$ cat src/rtl/timer_setter_pkg.sv
//============================================================================
// Module      : timer_pkg
// Description : Shared definitions for the timer_setter control stage.
//               Holds the BCD digit width, the `set` mode codes driven to
//               the MM:SS down-counter, the 3-bit state encodings with the
//               matching enum, and a helper that maps a state to its `set`
//               code.
// Ports       : none (package)
// Revision    : 1.0 - initial release
//============================================================================
`default_nettype none
`timescale 1ns/1ps

package timer_pkg;

   localparam int BCD_W = 4;

   // Mode codes presented to the counter; it loads in3..in0 whenever the
   // code is not SET_HOLD.
   localparam logic [1:0] SET_HOLD = 2'b00;
   localparam logic [1:0] SET_MIN  = 2'b01;
   localparam logic [1:0] SET_SEC  = 2'b10;

   localparam logic [2:0] ST_IDLE    = 3'd0;
   localparam logic [2:0] ST_SET_MIN = 3'd1;
   localparam logic [2:0] ST_SET_SEC = 3'd2;
   localparam logic [2:0] ST_LOAD    = 3'd3;
   localparam logic [2:0] ST_RUN     = 3'd4;
   localparam logic [2:0] ST_PAUSE   = 3'd5;
   localparam logic [2:0] ST_DONE    = 3'd6;

   typedef enum logic [2:0] {
      S_IDLE    = ST_IDLE,
      S_SET_MIN = ST_SET_MIN,
      S_SET_SEC = ST_SET_SEC,
      S_LOAD    = ST_LOAD,
      S_RUN     = ST_RUN,
      S_PAUSE   = ST_PAUSE,
      S_DONE    = ST_DONE
   } state_t;

   // LOAD reuses the minutes code so the counter takes the full preset in
   // one edge before counting starts.
   function automatic logic [1:0] set_code(input state_t s);
      logic [1:0] code;
      code = SET_HOLD;
      case (s)
         S_SET_MIN, S_LOAD: code = SET_MIN;
         S_SET_SEC:         code = SET_SEC;
         default:           code = SET_HOLD;
      endcase
      return code;
   endfunction

endpackage

`default_nettype wire

$ cat src/rtl/timer_setter_if.sv
//============================================================================
// Module      : timer_setter_if
// Description : Bundles the button pulses and counter zero flag (into the
//               setter) with the preset digits, mode code, run enable and
//               alarm (out of the setter).
// Modports    : master - the timer_setter side
//               slave  - the environment / counter side
// Revision    : 1.0 - initial release
//============================================================================
`default_nettype none
`timescale 1ns/1ps

interface timer_setter_if;
   import timer_pkg::*;

   logic             btn_mode;
   logic             btn_inc;
   logic             btn_dec;
   logic             btn_run;
   logic             cnt_zero;
   logic [1:0]       set;
   logic             switch;
   logic [BCD_W-1:0] in0;
   logic [BCD_W-1:0] in1;
   logic [BCD_W-1:0] in2;
   logic [BCD_W-1:0] in3;
   logic             alarm;

   modport master (
      input  btn_mode, btn_inc, btn_dec, btn_run, cnt_zero,
      output set, switch, in0, in1, in2, in3, alarm
   );

   modport slave (
      output btn_mode, btn_inc, btn_dec, btn_run, cnt_zero,
      input  set, switch, in0, in1, in2, in3, alarm
   );

endinterface

`default_nettype wire

$ cat src/rtl/timer_setter_bcd2_updown.sv
//============================================================================
// Module      : bcd2_updown
// Description : Two-digit BCD up/down counter wrapping between 00 and MAX.
//               Ones carry/borrow into tens. Simultaneous inc and dec leave
//               the value unchanged.
// Ports       : clk, rst_n (sync active-low), en_inc, en_dec,
//               tens, ones (BCD outputs, registered)
// Revision    : 1.0 - initial release
//============================================================================
`default_nettype none
`timescale 1ns/1ps

module bcd2_updown
   import timer_pkg::*;
#(
   parameter int MAX = 99
) (
   input  logic             clk,
   input  logic             rst_n,
   input  logic             en_inc,
   input  logic             en_dec,
   output logic [BCD_W-1:0] tens,
   output logic [BCD_W-1:0] ones
);

   localparam logic [BCD_W-1:0] C_MAX_TENS = BCD_W'(MAX / 10);
   localparam logic [BCD_W-1:0] C_MAX_ONES = BCD_W'(MAX % 10);
   localparam logic [BCD_W-1:0] C_NINE     = BCD_W'(9);
   localparam logic [BCD_W-1:0] C_ONE      = BCD_W'(1);
   localparam logic [BCD_W-1:0] C_ZERO     = '0;

   always_ff @(posedge clk) begin
      if (!rst_n) begin
         tens <= C_ZERO;
         ones <= C_ZERO;
      end else if (en_inc && !en_dec) begin
         if (tens == C_MAX_TENS && ones == C_MAX_ONES) begin
            tens <= C_ZERO;
            ones <= C_ZERO;
         end else if (ones == C_NINE) begin
            tens <= tens + C_ONE;
            ones <= C_ZERO;
         end else begin
            ones <= ones + C_ONE;
         end
      end else if (en_dec && !en_inc) begin
         if (tens == C_ZERO && ones == C_ZERO) begin
            tens <= C_MAX_TENS;
            ones <= C_MAX_ONES;
         end else if (ones == C_ZERO) begin
            tens <= tens - C_ONE;
            ones <= C_NINE;
         end else begin
            ones <= ones - C_ONE;
         end
      end
   end

endmodule

`default_nettype wire

$ cat src/rtl/timer_setter.sv
//============================================================================
// Module      : timer_setter
// Description : Control stage ahead of the MM:SS down-counter. Converts
//               one-cycle button pulses into BCD preset digits, the `set`
//               mode code and the `switch` run enable, and sequences
//               run / pause / done / alarm from the counter zero flag.
// Ports       : clk      - clock, rising edge
//               rst_n    - synchronous active-low reset
//               bus      - timer_setter_if.master (buttons, cnt_zero in;
//                          set, switch, in3..in0, alarm out)
// Revision    : 1.0 - initial release
//============================================================================
`default_nettype none
`timescale 1ns/1ps

module timer_setter
   import timer_pkg::*;
#(
   parameter int MAX_MIN      = 99,
   parameter int MAX_SEC      = 59,
   parameter int ALARM_CYCLES = 8
) (
   input  logic            clk,
   input  logic            rst_n,
   timer_setter_if.master  bus
);

   localparam int C_ACNT_W = $clog2(ALARM_CYCLES + 1);
   localparam logic [C_ACNT_W-1:0] C_ACNT_LOAD = C_ACNT_W'(ALARM_CYCLES - 1);
   localparam logic [C_ACNT_W-1:0] C_ACNT_ONE  = C_ACNT_W'(1);

   state_t              r_state;
   state_t              w_state_nx;
   logic [C_ACNT_W-1:0] r_alarm_cnt;
   logic                w_any_btn;
   logic                w_digits_zero;
   logic                w_min_inc;
   logic                w_min_dec;
   logic                w_sec_inc;
   logic                w_sec_dec;

   always_comb begin
      w_any_btn     = bus.btn_mode | bus.btn_inc | bus.btn_dec | bus.btn_run;
      w_digits_zero = ({bus.in3, bus.in2, bus.in1, bus.in0} == '0);

      // A mode press in the same cycle wins over editing.
      w_min_inc = (r_state == S_SET_MIN) && bus.btn_inc && !bus.btn_mode;
      w_min_dec = (r_state == S_SET_MIN) && bus.btn_dec && !bus.btn_mode;
      w_sec_inc = (r_state == S_SET_SEC) && bus.btn_inc && !bus.btn_mode;
      w_sec_dec = (r_state == S_SET_SEC) && bus.btn_dec && !bus.btn_mode;

      w_state_nx = r_state;
      case (r_state)
         S_IDLE: begin
            if (bus.btn_mode) begin
               w_state_nx = S_SET_MIN;
            end else if (bus.btn_run) begin
               // Counter still holds a value: resume it directly. Counter
               // at zero: reload the preset first, unless that is zero too.
               if (!bus.cnt_zero) begin
                  w_state_nx = S_RUN;
               end else if (!w_digits_zero) begin
                  w_state_nx = S_LOAD;
               end
            end
         end
         S_SET_MIN: if (bus.btn_mode) w_state_nx = S_SET_SEC;
         S_SET_SEC: if (bus.btn_mode) w_state_nx = S_IDLE;
         S_LOAD:    w_state_nx = S_RUN;
         S_RUN: begin
            if (bus.cnt_zero) begin
               w_state_nx = S_DONE;
            end else if (bus.btn_run) begin
               w_state_nx = S_PAUSE;
            end
         end
         S_PAUSE: begin
            if (bus.btn_mode) begin
               w_state_nx = S_SET_MIN;
            end else if (bus.btn_run) begin
               w_state_nx = S_RUN;
            end
         end
         S_DONE: begin
            if (w_any_btn || r_alarm_cnt == '0) w_state_nx = S_IDLE;
         end
         default: w_state_nx = S_IDLE;
      endcase
   end

   // Outputs are registered from the next state so they always equal the
   // decode of the state register.
   always_ff @(posedge clk) begin
      if (!rst_n) begin
         r_state     <= S_IDLE;
         r_alarm_cnt <= '0;
         bus.set     <= SET_HOLD;
         bus.switch  <= 1'b0;
         bus.alarm   <= 1'b0;
      end else begin
         r_state    <= w_state_nx;
         bus.set    <= set_code(w_state_nx);
         bus.switch <= (w_state_nx == S_RUN);
         bus.alarm  <= (w_state_nx == S_DONE);

         if (r_state != S_DONE && w_state_nx == S_DONE) begin
            r_alarm_cnt <= C_ACNT_LOAD;
         end else if (w_state_nx == S_DONE) begin
            r_alarm_cnt <= r_alarm_cnt - C_ACNT_ONE;
         end else begin
            r_alarm_cnt <= '0;
         end
      end
   end

   bcd2_updown #(.MAX(MAX_MIN)) u_minutes (
      .clk    (clk),
      .rst_n  (rst_n),
      .en_inc (w_min_inc),
      .en_dec (w_min_dec),
      .tens   (bus.in3),
      .ones   (bus.in2)
   );

   bcd2_updown #(.MAX(MAX_SEC)) u_seconds (
      .clk    (clk),
      .rst_n  (rst_n),
      .en_inc (w_sec_inc),
      .en_dec (w_sec_dec),
      .tens   (bus.in1),
      .ones   (bus.in0)
   );

endmodule

`default_nettype wire
$ cat src/flat_wrapper.sv
// flat-port wrapper written by rule: the top's interface ports become plain ports
module timer_setter_flat import timer_pkg::*;
#(
   parameter int MAX_MIN      = 99,
   parameter int MAX_SEC      = 59,
   parameter int ALARM_CYCLES = 8
)
  (clk, rst_n, bus_btn_mode, bus_btn_inc, bus_btn_dec, bus_btn_run, bus_cnt_zero, bus_set, bus_switch, bus_in0, bus_in1, bus_in2, bus_in3, bus_alarm);
  timer_setter_if bus_i ();
  input  logic clk;
  input  logic rst_n;
  input wire logic [$bits(bus_i.btn_mode)-1:0] bus_btn_mode;
  input wire logic [$bits(bus_i.btn_inc)-1:0] bus_btn_inc;
  input wire logic [$bits(bus_i.btn_dec)-1:0] bus_btn_dec;
  input wire logic [$bits(bus_i.btn_run)-1:0] bus_btn_run;
  input wire logic [$bits(bus_i.cnt_zero)-1:0] bus_cnt_zero;
  output wire logic [$bits(bus_i.set)-1:0] bus_set;
  output wire logic [$bits(bus_i.switch)-1:0] bus_switch;
  output wire logic [$bits(bus_i.in0)-1:0] bus_in0;
  output wire logic [$bits(bus_i.in1)-1:0] bus_in1;
  output wire logic [$bits(bus_i.in2)-1:0] bus_in2;
  output wire logic [$bits(bus_i.in3)-1:0] bus_in3;
  output wire logic [$bits(bus_i.alarm)-1:0] bus_alarm;
  assign bus_i.btn_mode = bus_btn_mode;
  assign bus_i.btn_inc = bus_btn_inc;
  assign bus_i.btn_dec = bus_btn_dec;
  assign bus_i.btn_run = bus_btn_run;
  assign bus_i.cnt_zero = bus_cnt_zero;
  assign bus_set = bus_i.set;
  assign bus_switch = bus_i.switch;
  assign bus_in0 = bus_i.in0;
  assign bus_in1 = bus_i.in1;
  assign bus_in2 = bus_i.in2;
  assign bus_in3 = bus_i.in3;
  assign bus_alarm = bus_i.alarm;
  timer_setter #(.MAX_MIN(MAX_MIN), .MAX_SEC(MAX_SEC), .ALARM_CYCLES(ALARM_CYCLES)) u_core (.clk(clk), .rst_n(rst_n), .bus(bus_i));
endmodule
$ cat config.mk
export PLATFORM = sky130hd
export DESIGN_NAME = timer_setter_flat
export DESIGN_NICKNAME = d
export VERILOG_FILES = /design/src/rtl/timer_setter_pkg.sv /design/src/rtl/timer_setter_if.sv /design/src/rtl/timer_setter_bcd2_updown.sv /design/src/rtl/timer_setter.sv /design/src/flat_wrapper.sv
export SDC_FILE = /design/constraint.sdc
export NUM_CORES = 1
export LEC_CHECK = 0
export CAP_MARGIN = 0
export CORE_MARGIN = 2
export CORE_UTILIZATION = 40
export DETAILED_ROUTE_END_ITERATION = 8
export PLACE_DENSITY_LB_ADDON = 0.05
export SYNTH_ARGS = -nofsm -noshare
export SYNTH_HDL_FRONTEND = slang
export SYNTH_SLANG_ARGS = --single-unit
$ cat constraint.sdc
create_clock -name clk -period 5.6 [get_ports clk]
set_input_delay 1.12 -clock clk [delete_from_list [all_inputs] [get_ports clk]]
set_output_delay 1.12 -clock clk [all_outputs]
set_load 0.01 [all_outputs]
==> key figures, run 1 <==
Global route
  – Vias in the first global route: 1561
  – Largest net degree at the start of global routing: 22
  – Initial antenna violation count: 0
  – GR Util All Layers: 16.2%
  – First-pass GRT wire length: 7080 um
  – Overflow after GRT: 0

Route
  – First DRT Iteration DRCs: between 90 and 100
  – Via Count: 1782
  – DRC: 0
  – First drt pass iteration count: 4
  – Vias per cell: slightly below 6
  – Met2 Wirelength: around 1800 um
  – Routed WL: 4190 um
  – DR WL/cell: 13.6 um
  – Met3 WL: 175 um
  – Top sig layer: met4
  – Post-route ant nets: 0
  – M1 WL: 2180 um

Place
  – I/O Buffers: 26
  – Placer Congestion: around 0.73
  – HPWL Detailed: between 2000 and 3000 um
  – Place WS: 1.70 ns

STA
  – Period minus WS final: 3.60 ns
  – Setup WS post-layout: 2.00 ns
  – Final period util: between 60% and 70%
  – RSZ-0062 raised after global routing: false
  – Fmax: between 0.2 and 0.3 GHz
  – Worst clock skew: 0.00122 ns
  – Setup_tns: 0 ns
  – Worst-Margin Slew: 0.778 ns
  – Final count of hold timing violations: 0
  – Final setup fails: 0
  – Slew Viols, Final: 0
  – Rel. slew slack: about 48%

Clock tree
  – Clock Tree Buf Depth: 2
  – Num CTS Buffers: 3
  – Clock-pin slew on the worst setup and hold paths: ~0.10 ns
  – Clk Latency, worst-skew pair: approximately 0.27 ns
  – Resize count post-CTS: 0
  – Hold bufs inserted after CTS: 0
  – Setup Buffers After CTS: 0
  – CTS tree: done
  – TritonCTS Sinks: 27
  – Root Driver: clkbuf_8
  – H-tree Lvls: 1

Yosys
  – Primary FF master, synth: dfxtp_1
  – Cell taking the most area after synthesis: dfxtp_1
  – Post-Syn Area per Cell: 7.98 um2
  – Top cell type's share of synthesized area: 27.9%
  – Syn nets: 261
  – Post-synthesis cell count: ~240
  – Synth top area cells: dfxtp_1 (28%), ha_1 (7.1%), inv_1 (3.9%)
  – FFs w/ async S/R, synth: 0%
  – Post-synthesis sequential area ratio: approximately 28%
  – Yosys cell types: about 60
  – Netlist Area Pre-Place: 0.00194 mm2
  – Synth Warn #: 0
  – Number of synthesized flops with an enable pin: 0
  – Flops & latches, synth: 27

Worst setup path
  – Crit-path cells: clkdlybuf4s50_1, nor4b_1, and2_1, ha_1, nand3_1, a211oi_2, o31a_1, o211a_1
  – Largest delay share family, worst path: compound AO/OA/AOI/OAI gates
  – CP arrival: 3.83 ns
  – Crit path buf inv count: 1
  – Slowest CP cell: ha_1
  – WP data required: 5.82 ns
  – Critical path class: input pin to flop
  – RR Startpoint: u_core.r_state[0]
  – Delay of the slowest cell on the worst path: ~0.6 ns
  – Worst setup SP type: input pin
  – Crit Path Max Fanout: 21
  – CP endpoint kind: flop
  – Critical path launch point: bus_btn_mode

Die
  – Row cnt: 25
  – Initial Utilization: 41.3%
  – Die area: 0.00542 mm2
  – Die height: 73.6 um
  – Die outline width: 73.6 um
  – Core footprint: 0.00469 mm2
  – I/O Pins: 27

Job
  – Max-cap violation count: 0

Layout
  – Layout cell share with drive strength beyond 1: 4.33%
  – Nets@finish: 273
  – Synth-to-Final Area Change: 14.3%
  – Fillers: about 490
  – Ant diodes: 0

Status
  – Status: finished clean

Pwr
  – Max IR drop VDD: about 0.00012 V
  – PwrDens: 315 mW/mm2
  – Total power: 0.697 mW
  – Leakage: 0.839 nW

Min path
  – Hold Path Class: flop to flop
  – HP Start: u_core.r_alarm_cnt[0]
==> routing by layer <==
metal,up-vias,GRT usage (%)
li1,917,-
met1,827,23.1
met2,36,25.3
met3,2,2.47
met4,0,4.44
met5,-,0
==> cell usage after synthesis (2+ instances only) <==
cell / count
a211o_1: 2
a211oi_1: 5
a211oi_2: 2
a21boi_0: 2
a21oi_1: 13
a221oi_1: 5
a31oi_1: 5
and2_1: 4
and3_1: 4
and3b_1: 3
buf_1: 2
buf_2: 5
buf_6: 2
clkbuf_1: 9
dfxtp_1: 27
ha_1: 11
inv_1: 20
nand2_1: 11
nand3_1: 7
nand3b_1: 4
nand4_1: 4
nor2_1: 16
nor3_1: 7
nor4_1: 2
nor4b_1: 3
o211a_1: 2
o211ai_1: 5
o21a_1: 2
o21ai_0: 14
o21ai_1: 2
o32ai_1: 3
or3_1: 3
or4_1: 3
xnor2_1: 3
xor2_1: 5
==> final timing paths <==
path                              end  slack [ns]  cells after the start
max          u_core.u_seconds.tens[0]        2.00                      8
min             u_core.r_alarm_cnt[0]        0.48                      1
max reg2reg  u_core.u_minutes.tens[3]        2.86                      7
min reg2reg     u_core.r_alarm_cnt[0]        0.48                      1
==> cell usage in the layout (no fill, tap or decap), drive strengths merged, types with 2 or more instances in the layout <==
cell type,synthesis,routed
nor4b,3,3
a211o,2,2
nor2,16,16
o211a,2,2
and3b,3,3
xnor2,3,3
nand2,11,11
nor4,3,3
inv,20,20
or3b,2,2
a211oi,7,7
and2,4,4
a31oi,5,5
nand3,7,7
o21a,2,2
dfxtp,27,27
ha,11,11
nand4,4,4
nand3b,4,4
clkbuf,9,3
a221oi,5,5
a21oi,13,13
o32ai,3,3
nor3,7,7
or3,3,3
and3,4,4
o21ai,16,16
o211ai,5,5
xor2,5,5
or4,4,4
clkdlybuf4s50,0,26
a21boi,2,2
==> sequential cells by signal (all words and copies together), names as in the netlist <==
signal / count
u_core.u_minutes.ones: 4
u_core.u_seconds.tens: 4
u_core.u_seconds.ones: 4
u_core.bus.switch: 1
u_core.r_state: 3
u_core.r_alarm_cnt: 4
u_core.u_minutes.tens: 4
u_core.bus.alarm: 1
u_core.bus.set: 2
==> through the flow <==
step / utilization (%) / hold slack [ns] / std cells / cell area, um2
after CTS: 47.3 / 0.486 / 308 / 2220
after floorplan: - / 0.443 / 243 / 1940
after global placement: 46.3 / 0.462 / 304 / 2170
after global routing: 47.3 / 0.522 / 308 / 2220
after detailed placement: 46.3 / 0.471 / 304 / 2170
final: 47.3 / 0.484 / 308 / 2220
==> worst reg2reg max path, delay by kind of cell, from the launching register on <==
family | cells | cell delay, ns
AO/OA/AOI/OAI | 3 | 0.86
AND/OR/NAND/NOR | 3 | 0.61
adder cells (fa/ha/maj) | 1 | 0.58
flip-flops | 1 | 0.59
==> where the power goes <==
| group | switching [mW] | total (mW) | internal (mW) |
|---|---|---|---|
| registers | 0.0618 | 0.285 | 0.223 |
| logic | 0.150 | 0.299 | 0.149 |
| clock network | 0.0639 | 0.114 | 0.0499 |
| total | 0.276 | 0.697 | 0.421 |
==> layout make-up <==
type                       count  area, um2  share of cell area, %
clock inverter                 1       5.00                  0.226
clock buffer                   3       41.3                   1.86
multi-input combinational    177       1230                   55.4
tap                           54       67.6                   3.05
sequential                    27        541                   24.4
timing repair buffer          26        260                   11.7
inverter                      20       75.1                   3.39
==> kinds of logic (layout without fill, tap and decap cells) <==
| logic type | Yosys count | count (layout) | synth area share, % |
|---|---|---|---|
| simple gates | 83 | 83 | 25.2 |
| buf+inv | 39 | 50 | 8.84 |
| fa+ha+maj | 11 | 11 | 7.10 |
| mux | 1 | 1 | 0.516 |
| xor+xnor | 8 | 8 | 3.61 |
| compound gates | 74 | 74 | 26.9 |
| flops | 27 | 27 | 27.9 |
Power figures use the tool's default switching activity.
==> run 2: changes to the inputs <==
- clock period: 5.6 -> 3.1 ns (I/O delays scaled with it)
==> key figures, run 2 (synthesis results as in run 1) <==
Status
  – Status: finished clean

Route
  – Vias per cell: 5.77 (-0.32%)
  – Via Count: 1834 (+2.9%)
  – Routed WL: 4400 um (+4.9%)
  – Post-route ant nets: 0 (unchanged)
  – First DRT Iteration DRCs: 109 (+14%)
  – DRC: 0 (unchanged)
  – First drt pass iteration count: 4 (unchanged)
  – DR WL/cell: 13.8 um (+1.6%)

STA
  – Worst-Margin Slew: 0.577 ns (-0.202 ns)
  – Final setup fails: 0 (unchanged)
  – Rel. slew slack: 61.3% (+14 points)
  – Setup_tns: 0 ns (unchanged)
  – Final count of hold timing violations: 0 (unchanged)
  – Slew Viols, Final: 0 (unchanged)
  – Setup WS post-layout: 0.560 ns (-1.44 ns)
  – Final period util: between 80% and 90%
  – Fmax: 0.394 GHz
  – Period minus WS final: 2.54 ns
  – RSZ-0062 raised after global routing: false
  – Worst clock skew: 0.00779 ns (+0.00658 ns)

Layout
  – Commonest non-fill, non-tap cell in the layout: dfxtp_1
  – Commonest cells after routing, fill and taps aside: dfxtp_1 (27), clkdlybuf4s50_1 (26), inv_1 (20)
  – Design area: 0.00229 mm2 (+3.4%)
  – Cell Count, Final, Fillers Out: 318 (+3.2%)
  – Layout cell share with drive strength beyond 1: 7.95% (+3.6 points)
  – Nets@finish: 283 (+3.7%)
  – Ant diodes: 0 (unchanged)
  – Synth-to-Final Area Change: 18.2%

Clock tree
  – Resize count post-CTS: 0 (unchanged)
  – Root Driver: clkbuf_8
  – TritonCTS Sinks: 27 (unchanged)
  – Clk Latency, worst-skew pair: 0.28 ns (about the same)
  – H-tree Lvls: 1 (unchanged)
  – Clock Tree Buf Depth: 2 (unchanged)
  – CTS tree: done
  – Clock-pin slew on the worst setup and hold paths: 0.10 ns (about the same)
  – Num CTS Buffers: 3 (unchanged)
  – Setup Buffers After CTS: 0 (unchanged)
  – Hold bufs inserted after CTS: 0 (unchanged)

Pwr
  – Total power: 1.29 mW (+85%)
  – Leakage: 0.888 nW (+5.9%)
  – PwrDens: 564 mW/mm2 (+79%)
  – Max IR drop VDD: 0.000209 V (+75%)

Die
  – I/O Pins: 27 (unchanged)
  – Die area: 0.00542 mm2 (unchanged)
  – Row cnt: 25 (unchanged)
  – Die outline width: 73.6 um (unchanged)
  – Core footprint: 0.00469 mm2 (unchanged)
  – Die height: 73.6 um (unchanged)
  – Initial Utilization: 41.3% (unchanged)

Worst setup path
  – Crit path buf inv count: 2 (+1)
  – Crit-path cells: clkdlybuf4s50_1, nor4b_1, nand2_1, ha_1, buf_4, or4_1, a21oi_1, o32ai_1
  – CP arrival: 2.69 ns (-1.14 ns)
  – Critical path class: input pin to flop
  – Slowest CP cell: or4_1
  – CP endpoint kind: flop
  – Crit Path Max Fanout: 14 (-33%)
  – WP data required: 3.25 ns (-2.57 ns)
  – Worst setup SP type: input pin
  – Largest delay share family, worst path: simple AND/OR/NAND/NOR gates
  – Delay of the slowest cell on the worst path: 0.50 ns (-0.11 ns)

Place
  – Place WS: 0.250 ns (-1.45 ns)
  – HPWL Detailed: 3040 um (+5.5%)
  – Placed Area: 0.00225 mm2 (+3.5%)
  – Post-Place Cells: 314 (+3.3%)
  – I/O Buffers: 26 (unchanged)
  – Placer Congestion: 0.792 (+7.8%)

Global route
  – Largest net degree at the start of global routing: 16 (-27%)
  – Overflow after GRT: 0 (unchanged)
  – Vias in the first global route: 1582 (+1.3%)
  – GR Util All Layers: 16.8% (+0.64 points)
  – Initial antenna violation count: 0 (unchanged)
  – First-pass GRT wire length: 7380 um (+4.3%)

Job
  – Max-cap violation count: 0 (unchanged)

Min path
  – Hold Path Class: flop to flop
==> run 2: changes by cell type in the layout (fill, tap and decap cells not counted), sizes merged <==
cell | before | now
buf | 0 | 10
==> run 2: path summary, 6_finish.rpt <==
check | to | start | slack [ns] | depth (start not counted)
setup / recovery | u_core.u_seconds.tens[1] | bus_btn_mode | 0.56 | 8
hold reg to reg | u_core.r_alarm_cnt[0] | u_core.r_alarm_cnt[0] | 0.48 | 1
hold / removal | u_core.r_alarm_cnt[0] | u_core.r_alarm_cnt[0] | 0.48 | 1
setup reg to reg | u_core.u_seconds.tens[1] | u_core.r_state[1] | 0.82 | 7
==> run 2: power breakdown <==
group	internal [mW]	leakage, nW	switching, mW	total, mW
Clock	0.0903	0.0255	0.120	0.211
Sequential	0.403	0.219	0.111	0.514
Combinational	0.289	0.644	0.280	0.569
==> run 2: per-stage QoR <==
| step | hold WS (ns) | utilization, % |
|---|---|---|
| 2_1_floorplan | 0.443 | - |
| 3_3_place_gp | 0.457 | 47.9 |
| 3_5_place_dp | 0.467 | 47.9 |
| 4_1_cts | 0.482 | 48.9 |
| 5_1_grt | 0.552 | 48.9 |
| 6_report | 0.482 | 48.9 |
==> run 2: final cells by class <==
| class | instances | area [um2] |
|---|---|---|
| repair buffers | 36 | 335 |
| clock inverters | 1 | 5.00 |
| inverters | 20 | 75.1 |
| fillers | 461 | 2400 |
| multi-input cells | 177 | 1230 |
| clock buffers | 3 | 41.3 |
| flip-flops and latches | 27 | 541 |
| well taps | 54 | 67.6 |
==> run 2: layer usage <==
layer  part of all wire [%]  track usage [%]  up-vias
li1                       -                -      945
met1                     53             24.6      844
met2                     43             25.6       41
met3                    3.9             2.19        4
met4                   0.86             5.05        0
met5                      0                0        -
==> run 3: changes to the inputs <==
- clock period: 3.1 -> 2.25 ns (I/O delays scaled with it)
==> key figures, run 3 (synthesis results as in run 1) <==
Min path
  – HP Start: u_core.r_alarm_cnt[0]
  – Hold Path Class: flop to flop

Clock tree
  – H-tree Lvls: 1 (unchanged)
  – Clock-pin slew on the worst setup and hold paths: 0.10 ns (about the same)
  – Clk Latency, worst-skew pair: 0.27 ns (about the same)
  – Clock Tree Buf Depth: 2 (unchanged)
  – TritonCTS Sinks: 27 (unchanged)
  – Root Driver: clkbuf_8
  – CTS tree: done
  – Num CTS Buffers: 3 (unchanged)

Worst setup path
  – Crit-path cells: clkdlybuf4s50_1, and2_4, ha_2, or3_4, a211oi_4, o211ai_1, o211a_1
  – CP endpoint kind: flop
  – Crit Path Max Fanout: 8 (-6)
  – Worst setup SP type: input pin
  – CP arrival: 2.32 ns (-0.37 ns)
  – RR Startpoint: u_core.r_state[2]
  – WP data required: 2.43 ns (-0.82 ns)
  – Critical path class: input pin to flop
  – Delay of the slowest cell on the worst path: 0.46 ns (-0.04 ns)
  – Critical path launch point: bus_btn_inc
  – Slowest CP cell: clkdlybuf4s50_1

Global route
  – Vias in the first global route: 1700 (+7.5%)
  – GR Util All Layers: 18.0% (+1.2 points)
  – Initial antenna violation count: 0 (unchanged)
  – Overflow after GRT: 0 (unchanged)
  – First-pass GRT wire length: 7850 um (+6.3%)
  – Largest net degree at the start of global routing: 17 (+1)

Die
  – Die area: 0.00542 mm2 (unchanged)
  – Die outline width: 73.6 um (unchanged)
  – I/O Pins: 27 (unchanged)
  – Row cnt: 25 (unchanged)
  – Initial Utilization: 41.3% (unchanged)
  – Die height: 73.6 um (unchanged)
  – Core footprint: 0.00469 mm2 (unchanged)

Route
  – First drt pass iteration count: 5 (+1)
  – Vias per cell: 5.65 (-2.0%)
  – DRC: 0 (unchanged)
  – DR WL/cell: 14.2 um (+2.4%)
  – First DRT Iteration DRCs: 46 (-58%)
  – Via Count: 1893 (+3.2%)
  – Routed WL: 4750 um (+7.9%)
  – Post-route ant nets: 0 (unchanged)

Layout
  – Commonest non-fill, non-tap cell in the layout: buf_4
  – Nets@finish: 300 (+6.0%)
  – Post-layout util: 52.8% (+3.9 points)
  – Layout cell share with drive strength beyond 1: 17.4% (+9.5 points)
  – Commonest cells after routing, fill and taps aside: buf_4 (27), clkdlybuf4s50_1 (25), dfxtp_1 (25)
  – Fillers: 458 (-0.65%)
  – Synth-to-Final Area Change: 27.7%
  – Ant diodes: 0 (unchanged)

STA
  – Worst-Margin Slew: 0.777 ns (+0.201 ns)
  – Worst clock skew: 0.00390 ns (-0.00389 ns)
  – Final setup fails: 0 (unchanged)
  – Final period util: 95.3%
  – Setup_tns: 0 ns (unchanged)
  – Setup WS post-layout: 0.106 ns (-0.453 ns)
  – Slew Viols, Final: 0 (unchanged)
  – Fmax: 0.466 GHz
  – Period minus WS final: 2.14 ns
  – Final count of hold timing violations: 0 (unchanged)
  – Rel. slew slack: 47.8% (-14 points)

Place
  – Place WS: -0.467 ns (-0.717 ns)
  – I/O Buffers: 26 (unchanged)
  – HPWL Detailed: 3470 um (+14%)
  – Placer Congestion: 0.752 (-4.9%)

Pwr
  – Leakage: 0.976 nW (+9.9%)
  – PwrDens: 767 mW/mm2 (+36%)
  – Max IR drop VDD: 0.000354 V (+69%)

Status
  – Status: finished clean

Job
  – Max-cap violation count: 0 (unchanged)
-- run 3: cell count changes in the layout (fill, tap and decap cells not counted), moves of 2 or more --
cell     before  now
dfxtp_1      27   25
dfxtp_2       0    2
buf_4        10   27
nor4b_1       3    1
-- run 3: power breakdown --
| part | switching [mW] | total, mW | internal, mW |
|---|---|---|---|
| Combinational | 0.493 | 0.967 | 0.474 |
| Clock | 0.160 | 0.285 | 0.126 |
| Sequential | 0.0901 | 0.647 | 0.557 |
-- run 3: per-layer routing --
layer  wire length (um)  track usage, %
met1               2330            24.3
met3                112            2.06
met5                  0               0
met4                 28            3.03
met2               2270            31.3
-- run 3: worst paths after layout --
| path | endpoint | slack [ns] | cells past startpoint |
|---|---|---|---|
| setup reg to reg | u_core.u_seconds.tens[0] | 0.15 | 7 |
| hold reg to reg | u_core.r_alarm_cnt[0] | 0.48 | 1 |
| setup / recovery | u_core.u_seconds.tens[0] | 0.11 | 7 |
| hold / removal | u_core.r_alarm_cnt[0] | 0.48 | 1 |
-- run 3: timing repair --
action / 4_1_cts / 5_1_grt
gates cloned: 0 / 0
gates resized for setup: 4 / 10
buffers inserted: 0 / 0
endpoints found under the hold margin: 0 / 0
hold buffers: 0 / 0
pin swaps: 2 / 4
setup endpoints to repair: 9 / 6
-- run 3: cell type report --
cell class / count / area [um2] / area share (%)
tap: 54 / 67.6 / 2.73
clock buffer: 3 / 41.3 / 1.67
timing repair buffer: 53 / 458 / 18.5
clock inverter: 1 / 7.51 / 0.303
inverter: 20 / 75.1 / 3.03
multi-input combinational: 177 / 1280 / 51.8
sequential: 27 / 543 / 21.9
-- run 3: through the flow --
stage / std cells / total power [mW] / hold WS, ns / area, um2
after floorplan: 243 / 1.25 / 0.443 / 1950
after global placement: 331 / 1.58 / 0.467 / 2380
after detailed placement: 331 / 1.58 / 0.459 / 2380
after CTS: 335 / 1.90 / 0.480 / 2440
after global routing: 335 / 2.04 / 0.499 / 2480
final: 335 / 1.90 / 0.476 / 2480
-- run 3: critical path: cells and delay by family --
family / cells / cell delay, ns
AOI/OAI and AO/OA: 3 / 0.70
adders and majority gates: 1 / 0.19
buffers and inverters: 1 / 0.46
and+or+nand+nor: 2 / 0.50
